==> src/rtl/mrsc_pkg.sv <==
// rtl/mrsc_pkg.sv - MRSC 16-bit code constants and the shared encode function
package mrsc_pkg;

    localparam int ROWS   = 4;
    localparam int ROW_W  = 8;
    localparam int DATA_W = 16;
    localparam int CODE_W = 32;

    // Check-bit positions inside a row, MSB-first numbering
    localparam int CHK_X        = 4;
    localparam int CHK_Y        = 5;
    localparam int CHK_ROW_EVEN = 6;
    localparam int CHK_ROW_ODD  = 7;

    function automatic logic [CODE_W-1:0] mrsc_encode(input logic [DATA_W-1:0] data);
        logic [0:DATA_W-1] d;
        logic [0:CODE_W-1] c;
        logic [0:3]        col;
        d = data;
        c = '0;
        for (int b = 0; b < ROWS; b++) begin
            for (int k = 0; k < 4; k++) begin
                c[b*ROW_W + k] = d[4*b + k];
            end
            c[b*ROW_W + CHK_ROW_EVEN] = d[4*b]     ^ d[4*b + 2];
            c[b*ROW_W + CHK_ROW_ODD]  = d[4*b + 1] ^ d[4*b + 3];
        end
        for (int k = 0; k < 4; k++) begin
            col[k] = d[k] ^ d[4 + k] ^ d[8 + k] ^ d[12 + k];
        end
        c[2*ROW_W + CHK_X] = col[0];
        c[3*ROW_W + CHK_X] = col[1];
        c[2*ROW_W + CHK_Y] = col[2];
        c[3*ROW_W + CHK_Y] = col[3];
        // Diagonals alternate between the even and odd bit of each pair row by row
        c[0*ROW_W + CHK_X] = d[0] ^ d[5] ^ d[8]  ^ d[13];
        c[1*ROW_W + CHK_X] = d[1] ^ d[4] ^ d[9]  ^ d[12];
        c[0*ROW_W + CHK_Y] = d[2] ^ d[7] ^ d[10] ^ d[15];
        c[1*ROW_W + CHK_Y] = d[3] ^ d[6] ^ d[11] ^ d[14];
        return c;
    endfunction

endpackage

==> src/rtl/mrsc_encoder_stream_if.sv <==
// rtl/mrsc_encoder_stream_if.sv - input word and output codeword handshakes of the encoder
interface mrsc_encoder_stream_if;
    import mrsc_pkg::*;

    logic              in_valid;
    logic              in_ready;
    logic [DATA_W-1:0] in_data;
    logic              out_valid;
    logic              out_ready;
    logic [CODE_W-1:0] out_code;

    modport slave (
        input  in_valid, in_data, out_ready,
        output in_ready, out_valid, out_code
    );

    modport master (
        output in_valid, in_data, out_ready,
        input  in_ready, out_valid, out_code
    );
endinterface

==> src/rtl/mrsc_code_fifo.sv <==
// rtl/mrsc_code_fifo.sv - circular codeword buffer with registered ready/valid flags
module mrsc_code_fifo #(
    parameter int DEPTH = 2,
    parameter int W     = 32
) (
    input  logic         clk,
    input  logic         rst,
    input  logic         i_push,
    input  logic [W-1:0] i_data,
    output logic         o_ready,
    input  logic         i_pop,
    output logic         o_valid,
    output logic [W-1:0] o_data
);

    localparam int            AW     = $clog2(DEPTH);
    localparam logic [AW:0]   L_FULL = (AW+1)'(DEPTH);

    logic [W-1:0]  r_mem [DEPTH];
    logic [AW-1:0] r_wptr;
    logic [AW-1:0] r_rptr;
    logic [AW:0]   r_count;
    logic          r_ready;
    logic          r_valid;

    logic          w_push;
    logic          w_pop;
    logic [AW:0]   w_count_nxt;

    // A full buffer refuses pushes even while popping: no push-through
    assign w_push = i_push & r_ready;
    assign w_pop  = i_pop  & r_valid;

    always_comb begin
        w_count_nxt = r_count;
        if (w_push && !w_pop) begin
            w_count_nxt = r_count + 1'b1;
        end else if (w_pop && !w_push) begin
            w_count_nxt = r_count - 1'b1;
        end
    end

    always_ff @(posedge clk or posedge rst) begin
        if (rst) begin
            for (int i = 0; i < DEPTH; i++) begin
                r_mem[i] <= '0;
            end
            r_wptr  <= '0;
            r_rptr  <= '0;
            r_count <= '0;
            r_ready <= 1'b1;
            r_valid <= 1'b0;
        end else begin
            if (w_push) begin
                r_mem[r_wptr] <= i_data;
                r_wptr        <= r_wptr + 1'b1;
            end
            if (w_pop) begin
                r_rptr <= r_rptr + 1'b1;
            end
            r_count <= w_count_nxt;
            r_ready <= (w_count_nxt != L_FULL);
            r_valid <= (w_count_nxt != '0);
        end
    end

    assign o_ready = r_ready;
    assign o_valid = r_valid;
    assign o_data  = r_mem[r_rptr];

endmodule

==> src/rtl/mrsc_encoder_stream.sv <==
// rtl/mrsc_encoder_stream.sv - streaming MRSC encoder with output FIFO and emit counter
// Optional error injection port set enabled by MRSC_ERR_INJECT_EN.
module mrsc_encoder_stream
    import mrsc_pkg::*;
#(
    parameter int FIFO_DEPTH = 2,
    parameter int CNT_W      = 16
) (
    input  logic               clk,
    input  logic               rst,
    mrsc_encoder_stream_if.slave bus,
`ifdef MRSC_ERR_INJECT_EN
    input  logic [CODE_W-1:0]  err_mask,
    input  logic               err_inject,
    output logic [CNT_W-1:0]   inj_count,
`endif
    output logic [CNT_W-1:0]   enc_count,
    output logic               busy
);

    logic [CODE_W-1:0] w_code;
    logic [CODE_W-1:0] w_wr_code;
    logic [CODE_W-1:0] w_head;
    logic              w_in_ready;
    logic              w_out_valid;
    logic [CNT_W-1:0]  r_enc_count;

    assign w_code = mrsc_encode(bus.in_data);

`ifdef MRSC_ERR_INJECT_EN
    logic [CNT_W-1:0] r_inj_count;

    assign w_wr_code = err_inject ? (w_code ^ err_mask) : w_code;

    always_ff @(posedge clk or posedge rst) begin
        if (rst) begin
            r_inj_count <= '0;
        end else if (bus.in_valid && w_in_ready && err_inject) begin
            r_inj_count <= r_inj_count + 1'b1;
        end
    end

    assign inj_count = r_inj_count;
`else
    assign w_wr_code = w_code;
`endif

    mrsc_code_fifo #(
        .DEPTH (FIFO_DEPTH),
        .W     (CODE_W)
    ) u_fifo (
        .clk     (clk),
        .rst     (rst),
        .i_push  (bus.in_valid),
        .i_data  (w_wr_code),
        .o_ready (w_in_ready),
        .i_pop   (bus.out_ready),
        .o_valid (w_out_valid),
        .o_data  (w_head)
    );

    always_ff @(posedge clk or posedge rst) begin
        if (rst) begin
            r_enc_count <= '0;
        end else if (w_out_valid && bus.out_ready) begin
            r_enc_count <= r_enc_count + 1'b1;
        end
    end

    assign bus.in_ready  = w_in_ready;
    assign bus.out_valid = w_out_valid;
    assign bus.out_code  = w_head;
    assign enc_count     = r_enc_count;
    assign busy          = w_out_valid;

endmodule

==> src/flat_wrapper.sv <==
// flat-port wrapper written by rule: the top's interface ports become plain ports
module mrsc_encoder_stream_flat import mrsc_pkg::*;
#(
    parameter int FIFO_DEPTH = 2,
    parameter int CNT_W      = 16
)
  (clk, rst, enc_count, busy, bus_in_valid, bus_in_data, bus_out_ready, bus_in_ready, bus_out_valid, bus_out_code);
  mrsc_encoder_stream_if bus_i ();
  input  logic clk;
  input  logic rst;
  output logic [CNT_W-1:0] enc_count;
  output logic busy;
  input wire logic [$bits(bus_i.in_valid)-1:0] bus_in_valid;
  input wire logic [$bits(bus_i.in_data)-1:0] bus_in_data;
  input wire logic [$bits(bus_i.out_ready)-1:0] bus_out_ready;
  output wire logic [$bits(bus_i.in_ready)-1:0] bus_in_ready;
  output wire logic [$bits(bus_i.out_valid)-1:0] bus_out_valid;
  output wire logic [$bits(bus_i.out_code)-1:0] bus_out_code;
  assign bus_i.in_valid = bus_in_valid;
  assign bus_i.in_data = bus_in_data;
  assign bus_i.out_ready = bus_out_ready;
  assign bus_in_ready = bus_i.in_ready;
  assign bus_out_valid = bus_i.out_valid;
  assign bus_out_code = bus_i.out_code;
  mrsc_encoder_stream #(.FIFO_DEPTH(FIFO_DEPTH), .CNT_W(CNT_W)) u_core (.clk(clk), .rst(rst), .bus(bus_i), .enc_count(enc_count), .busy(busy));
endmodule
==> config.mk <==
export PLATFORM = sky130hd
export DESIGN_NAME = mrsc_encoder_stream_flat
export DESIGN_NICKNAME = d
export VERILOG_FILES = /design/src/rtl/mrsc_pkg.sv /design/src/rtl/mrsc_encoder_stream_if.sv /design/src/rtl/mrsc_code_fifo.sv /design/src/rtl/mrsc_encoder_stream.sv /design/src/flat_wrapper.sv
export SDC_FILE = /design/constraint.sdc
export NUM_CORES = 1
export LEC_CHECK = 0
export CAP_MARGIN = 5
export CORE_MARGIN = 2
export CORE_UTILIZATION = 56
export CTS_BUF_LIST = sky130_fd_sc_hd__clkbuf_16
export CTS_CLUSTER_SIZE = 25
export DETAILED_ROUTE_END_ITERATION = 16
export GPL_TIMING_DRIVEN = 1
export PLACE_DENSITY = 0.84
export SLEW_MARGIN = 30
export SYNTH_ARGS = -nofsm -noshare
export SYNTH_HDL_FRONTEND = slang
export SYNTH_SLANG_ARGS = --single-unit
==> constraint.sdc <==
create_clock -name clk -period 6.75 [get_ports clk]
set_input_delay 1.0125 -clock clk [delete_from_list [all_inputs] [get_ports clk]]
set_output_delay 1.0125 -clock clk [all_outputs]
set_load 0.01 [all_outputs]
==> metrics, run 1 <==
Crit-path slowest cell=dfrtp_1; HP Class=register to register; Synth Cell Area=3950 um2; Lkg Pwr=2.15 nW; Avg Cell Area, Syn=12.3 um2; first-pass GRT wire length=13.2 mm; max-slew violations=0; share of layout cells above drive strength 1=21.9%; Setup-failing EPs final=0; Worst VDD drop=0.265 mV; area grow syn2layout=26.1%; FF-to-FF path depth=3; fmax=304 MHz; Power per Cell Area=489 nW/um2; largest delay contributor family on the critical path=buffers and inverters; CP required=5.74 ns; final hold viol count=0; clk sinks=86; drt pass-1 iters=4; setup tns final=0 ns; Clock Skews=0.00751 ns; Die Width=88.0 um; post-CTS setup buffer count=0; critical path launch point type=register; DR WL/cell=16.5 um; total power=0.00244 W; post-layout min period=3.29 ns; GR Util All Layers=22.7%; initial antenna violation count=0; most common cell after layout, fill and taps aside=dfrtp_1; die area=7740 um2; crit path cell chain=buf_4 -> mux2_2 -> clkdlybuf4s50_1; WL final=8.05 mm; core area=6790 um2; Die Y=88.0 um; vias in the first global route=2723; non-filler cells in the finished layout=488; Reg2Reg Launch Point=u_core.u_fifo.o_ready$_DFF_PP1_; Fillers=461; worst hold slack=0.474 ns; via density per instance=5.33; actual slew at the worst max-slew pin=0.774 ns; n_diodes=0; # port buffers=70; most area-hungry cell type in the Yosys netlist=dfrtp_1; total CTS buffers=9; Critical path buffers and inverters=2; cells after synthesis=322; cts hold-fix bufs=0; worst relative slew slack=48.4%; post-route ant nets=0; Yosys warnings=0; worst hold start=u_core.u_fifo.r_mem[11]$_DFFE_PP0P_; r2r setup slk=5.10 ns; nature of the critical path endpoint=primary output; Syn Nets=343; fin util=73.3%; clock root cell=clkbuf_16; register area share after synthesis=54.5%; nets=409; area occupied by multi-input gates=1700 um2; crit path kind=register to primary output; maxcap violations=0; Placer Congestion=0.706; WP data arrival=2.28 ns; Tcrit/Tclk final=48.8%; most frequent cells in the layout=85 x dfrtp_1, 70 x clkdlybuf4s50_1, 48 x mux2_2; H-Tree Depth=3; RR Endpoint=u_core.u_fifo.r_mem[60]$_DFFE_PP0P_; Skew-Pair Late Insertion Delay=0.33 ns; pin count of the biggest net entering global routing=87; largest fanout on the critical path=24; Seq cells post-synth=86; Placed Instances=473; Post-CTS Resized=0; standard-cell row count=30; unrepaired setup endpoints after global routing=false; Area contributors post-synth=dfrtp_1 54%, mux2_2 14%, xnor2_1 8.4%; flip-flop and latch area=2150 um2; Clock Pin Slew Worst Setup and Hold Paths=0.06 ns; Initial Util=58.1%; Residual DRC=0; Starting DRT DRC Count=186; CTS tree=built; Netlist cell types=27; status=completed; total grt overflow=0; Critical Path Max Stage Delay=0.61 ns; worst hold endpoint=u_core.u_fifo.r_mem[11]$_DFFE_PP0P_; # IOs=71; hpwl dp=5.06 mm; Max Buffers Root-to-Sink=2; Hold Path Depth=2; Vias=2600; Yosys top cell area share=53.9%
[cell families (layout without fill, tap and decap cells)]
logic type                 Yosys count  in the layout  synth area share [%]
muxes                               66             66                  20.3
DFF                                 86             86                  54.5
and+or+nand+nor                     74             74                  8.27
adders and majority gates            1              1                 0.317
AOI/OAI and AO/OA                   35             35                  4.56
buffers and inverters               18             88                  2.72
xor gates and xnor gates            42             42                  9.32
[per-stage QoR]
step           cell area [um2]  setup WS, ns
4_1_cts                   4970          3.44
2_1_floorplan             3950          3.52
3_3_place_gp              4690          3.73
3_5_place_dp              4690          3.68
6_report                  4980          3.46
5_1_grt                   4980          3.38
[synthesized netlist by cell type]
cell,count
o21ai_0,29
nand2_2,2
mux2i_1,2
buf_6,4
o21ai_1,4
ha_1,1
nand2_1,46
clkbuf_1,7
nor3_1,2
inv_1,1
and3_1,1
nor3_2,1
nand3_1,8
and2_1,2
buf_4,1
xor2_1,4
buf_2,5
or2_1,2
mux2_2,48
xnor2_1,38
dfrtp_1,85
mux2_4,16
nor2b_1,1
nor2_1,5
nand4_1,4
dfstp_2,1
a22oi_1,2
[worst min-delay path: cells and delay by family (launching register included)]
kind / cells / cell delay (ns)
AO/OA/AOI/OAI: 1 / 0.06
AND/OR/NAND/NOR: 1 / 0.04
flip-flops: 1 / 0.34
[metal layers]
| metal | track usage, % | share of wire (%) | wire [um] |
|---|---|---|---|
| met2 | 36.4 | 49 | 3920 |
| met1 | 30.0 | 46 | 3680 |
| met4 | 7.55 | 1.6 | 126 |
| met5 | 0 | 0 | 0 |
| met3 | 6.13 | 3.9 | 317 |
[registers in the layout, indices dropped and copies added, names as in the netlist]
register / cells
u_core.u_fifo.o_ready: 1
u_core.u_fifo.o_valid: 1
u_core.u_fifo.r_count: 2
u_core.u_fifo.r_wptr: 1
u_core.u_fifo.r_rptr: 1
u_core.enc_count: 16
u_core.u_fifo.r_mem: 64
[how the worst max path moves through the flow]
stage / from / end / slack [ns] / depth (start not counted)
2_1_floorplan: rst / u_core.enc_count[0]$_DFFE_PP0P_ / 3.52 / 1
3_3_place_gp: bus_in_valid / u_core.u_fifo.r_mem[6]$_DFFE_PP0P_ / 3.73 / 3
3_5_place_dp: bus_in_valid / u_core.u_fifo.r_mem[14]$_DFFE_PP0P_ / 3.68 / 3
4_1_cts: u_core.u_fifo.r_rptr$_DFFE_PP0P_ / bus_out_code[29] / 3.44 / 3
5_1_grt: u_core.u_fifo.r_rptr$_DFFE_PP0P_ / bus_out_code[29] / 3.38 / 3
6_report: u_core.u_fifo.r_rptr$_DFFE_PP0P_ / bus_out_code[29] / 3.46 / 3
[area by class of cell]
| class | count | area share [%] |
|---|---|---|
| Clock buffer | 9 | 4.52 |
| Clock inverter | 6 | 1.11 |
| Inverter | 1 | 0.100 |
| Multi-Input combinational cell | 218 | 34.2 |
| Sequential cell | 86 | 43.2 |
| Tap cell | 96 | 2.41 |
| Timing Repair Buffer | 72 | 14.4 |
[where the power goes]
group	internal, W	switching [W]	leakage, nW	total (W)
registers	0.000743	0.000161	1.06	0.000904
logic	0.000634	0.000425	0.952	0.00106
clock network	0.000280	0.000192	0.140	0.000473
total	0.00166	0.000778	2.15	0.00244
Note: power is estimated with default switching activity, not from simulation.
==> run 2: changes to the inputs <==
--- a/config.mk
+++ b/config.mk
@@ -7,12 +7,12 @@
 export LEC_CHECK = 0
 export CAP_MARGIN = 5
 export CORE_MARGIN = 2
-export CORE_UTILIZATION = 56
+export CORE_UTILIZATION = 52
 export CTS_BUF_LIST = sky130_fd_sc_hd__clkbuf_16
 export CTS_CLUSTER_SIZE = 25
 export DETAILED_ROUTE_END_ITERATION = 16
 export GPL_TIMING_DRIVEN = 1
-export PLACE_DENSITY = 0.84
+export PLACE_DENSITY = 0.79
 export SLEW_MARGIN = 30
 export SYNTH_ARGS = -nofsm -noshare
 export SYNTH_HDL_FRONTEND = slang
==> constraint.sdc (replaced) <==
create_clock -name clk -period 3.22 [get_ports clk]
set_input_delay 0.483 -clock clk [delete_from_list [all_inputs] [get_ports clk]]
set_output_delay 0.483 -clock clk [all_outputs]
set_load 0.01 [all_outputs]
==> run 2 against run 1 <==
Net effect:
- routed wire length decreased by 2.7%
- sequential cell count did not move
- combinational power increased by 110%
- clock power rose by 91%
- core utilization decreased by 5.1 points
- critical path depth unchanged
- power is 110% higher
- sequential share of layout area is 0.076 points higher
- register-to-register slack worse by 3.5 ns
- final area shrank 0.18%
==> metrics, run 2 (synthesis results as in run 1) <==
setup tns final=0 ns (unchanged); met2 WL=3.66 mm (was 3.92 mm); core area=7290 um2 (was 6790 um2); CTS tree=built (unchanged); cts hold-fix bufs=0 (unchanged); CP startpoint=u_core.u_fifo.r_rptr$_DFFE_PP0P_ (unchanged); pin count of the biggest net entering global routing=50 (was 87); max FFs per register=64 (unchanged); H-Tree Depth=3 (unchanged); Worst VDD drop=0.513 mV (was 0.265 mV); Clock Skews=0.00531 ns (was 0.00751 ns); maxcap violations=0 (unchanged); status=completed (unchanged); worst relative slew slack=48.5% (was 48.4%); post-layout min period=2.30 ns; WL final=7.83 mm (was 8.05 mm); Critical path buffers and inverters=2 (unchanged); Crit-path slowest cell=clkdlybuf4s50_1 (was dfrtp_1); DR WL/cell=15.9 um (was 16.5 um); critical path launch point type=register (unchanged); total length of routed met3 wires=428 um (was 317 um); final worst slack=0.920 ns (was 3.46 ns); critical path depth=3 (unchanged); share of layout cells above drive strength 1=22.8% (was 21.9%); non-filler cells in the finished layout=494 (was 488); Fillers=574 (was 461); FF-to-FF path depth=3 (unchanged); hpwl dp=5.18 mm (was 5.06 mm); fin util=68.2% (was 73.3%); unrepaired setup endpoints after global routing=false (unchanged); post-route ant nets=0 (unchanged); # port buffers=70 (unchanged); Power per Cell Area=1010 nW/um2 (was 489 nW/um2); Worst Setup EP=bus_out_code[22] (was bus_out_code[29]); Max Buffers Root-to-Sink=2 (unchanged); die area=8310 um2 (was 7740 um2); vias in the first global route=2640 (was 2723); Critical Path Max Stage Delay=0.50 ns (was 0.61 ns); via density per instance=5.18 (was 5.33); final hold viol count=0 (unchanged); # IOs=71 (unchanged); Reg2Reg Launch Point=u_core.u_fifo.o_ready$_DFF_PP1_ (unchanged); total CTS buffers=9 (unchanged); largest delay contributor family on the critical path=buffers and inverters (unchanged); HP Class=register to register (unchanged); Vias=2558 (was 2600); post-CTS setup buffer count=0 (unchanged); r2r setup slk=1.62 ns (was 5.10 ns); first-pass GRT wire length=13.2 mm (about the same); GR Util All Layers=20.2% (was 22.7%); crit path kind=register to primary output (unchanged); top layer used by detailed routing=met4 (unchanged); WP data arrival=1.82 ns (was 2.28 ns); worst hold start=u_core.u_fifo.r_mem[9]$_DFFE_PP0P_ (was u_core.u_fifo.r_mem[11]$_DFFE_PP0P_); Clock Pin Slew Worst Setup and Hold Paths=0.06 ns (about the same); drt pass-1 iters=5 (was 4); Setup-failing EPs final=0 (unchanged); CP required=2.74 ns (was 5.74 ns); Tcrit/Tclk final=71.4%; most frequent cells in the layout=85 x dfrtp_1, 70 x clkdlybuf4s50_1, 48 x mux2_2 (unchanged); area grow syn2layout=25.9% (was 26.1%); DP Worst Slack=1.10 ns (was 3.68 ns); RR Endpoint=u_core.u_fifo.r_mem[37]$_DFFE_PP0P_ (was u_core.u_fifo.r_mem[60]$_DFFE_PP0P_); Die Width=91.1 um (was 88.0 um); nature of the critical path endpoint=primary output (unchanged); Placer Congestion=0.775 (was 0.706); clock root cell=clkbuf_16 (unchanged); nets=412 (was 409); standard-cell row count=31 (was 30); Placed Instances=479 (was 473); Die Y=91.1 um (was 88.0 um); total grt overflow=0 (unchanged); Lkg Pwr=2.15 nW (about the same); most common cell after layout, fill and taps aside=dfrtp_1 (unchanged); initial antenna violation count=0 (unchanged); Residual DRC=0 (unchanged); n_diodes=0 (unchanged); Starting DRT DRC Count=113 (was 186); Skew-Pair Late Insertion Delay=0.33 ns (about the same); max-slew violations=0 (unchanged); Biggest register=u_core.u_fifo.r_mem (unchanged); Post-CTS Resized=0 (unchanged); clk sinks=86 (unchanged); routed metal-1 wire length=3.66 mm (was 3.68 mm); crit path cell chain=buf_4 -> mux2_2 -> clkdlybuf4s50_1 (unchanged); Initial Util=54.2% (was 58.1%); actual slew at the worst max-slew pin=0.771 ns (was 0.774 ns); largest fanout on the critical path=17 (was 24); fmax=435 MHz
run 2: changes by cell type in the layout (fill, tap and decap cells not counted), sizes merged:
cell,before,now
bufinv,1,0
buf,2,5
clkinv,4,5
run 2: how the worst min path moves through the flow:
stage	to	cells after the start
floorplan	u_core.u_fifo.r_mem[0]$_DFFE_PP0P_	2
global placement	u_core.u_fifo.r_mem[27]$_DFFE_PP0P_	2
detailed placement	u_core.u_fifo.r_mem[8]$_DFFE_PP0P_	2
CTS	u_core.u_fifo.r_mem[41]$_DFFE_PP0P_	2
global route	u_core.u_fifo.r_mem[56]$_DFFE_PP0P_	2
finish	u_core.u_fifo.r_mem[9]$_DFFE_PP0P_	2
run 2: area by class of cell:
| type | instances | area, um2 | area share (%) |
|---|---|---|---|
| Timing Repair Buffer | 75 | 738 | 14.8 |
| Sequential cell | 86 | 2150 | 43.3 |
| Clock inverter | 6 | 31.3 | 0.629 |
| Clock buffer | 9 | 225 | 4.53 |
| Multi-Input combinational cell | 218 | 1700 | 34.1 |
| Inverter | 1 | 5.00 | 0.101 |
| Tap cell | 99 | 124 | 2.49 |
run 2: stage by stage:
step	hold WS [ns]	power, W	instance area, um2
after global placement	0.456	0.00404	4710
final	0.479	0.00501	4970
after floorplan	0.444	0.00317	3950
after global routing	0.503	0.00531	4970
after detailed placement	0.464	0.00411	4720
after CTS	0.480	0.00504	4970
run 2: report_power, final:
part | switching (W) | leakage (nW) | internal (W) | total (W)
combinational | 0.000907 | 0.964 | 0.00134 | 0.00225
sequential | 0.000301 | 1.06 | 0.00156 | 0.00186
clock | 0.000396 | 0.132 | 0.000509 | 0.000905
total | 0.00160 | 2.15 | 0.00341 | 0.00501
run 2: routing by layer:
metal,vias to the layer above,global-route usage [%]
li1,1233,-
met2,54,30.7
met4,0,5.68
met3,9,6.22
met5,-,0
met1,1262,28.1
run 2: worst min-delay path, stage by stage, from the launching register on:
cell and delay, ns:
dfrtp_1 0.34, nand2_1 0.04, o21ai_0 0.06
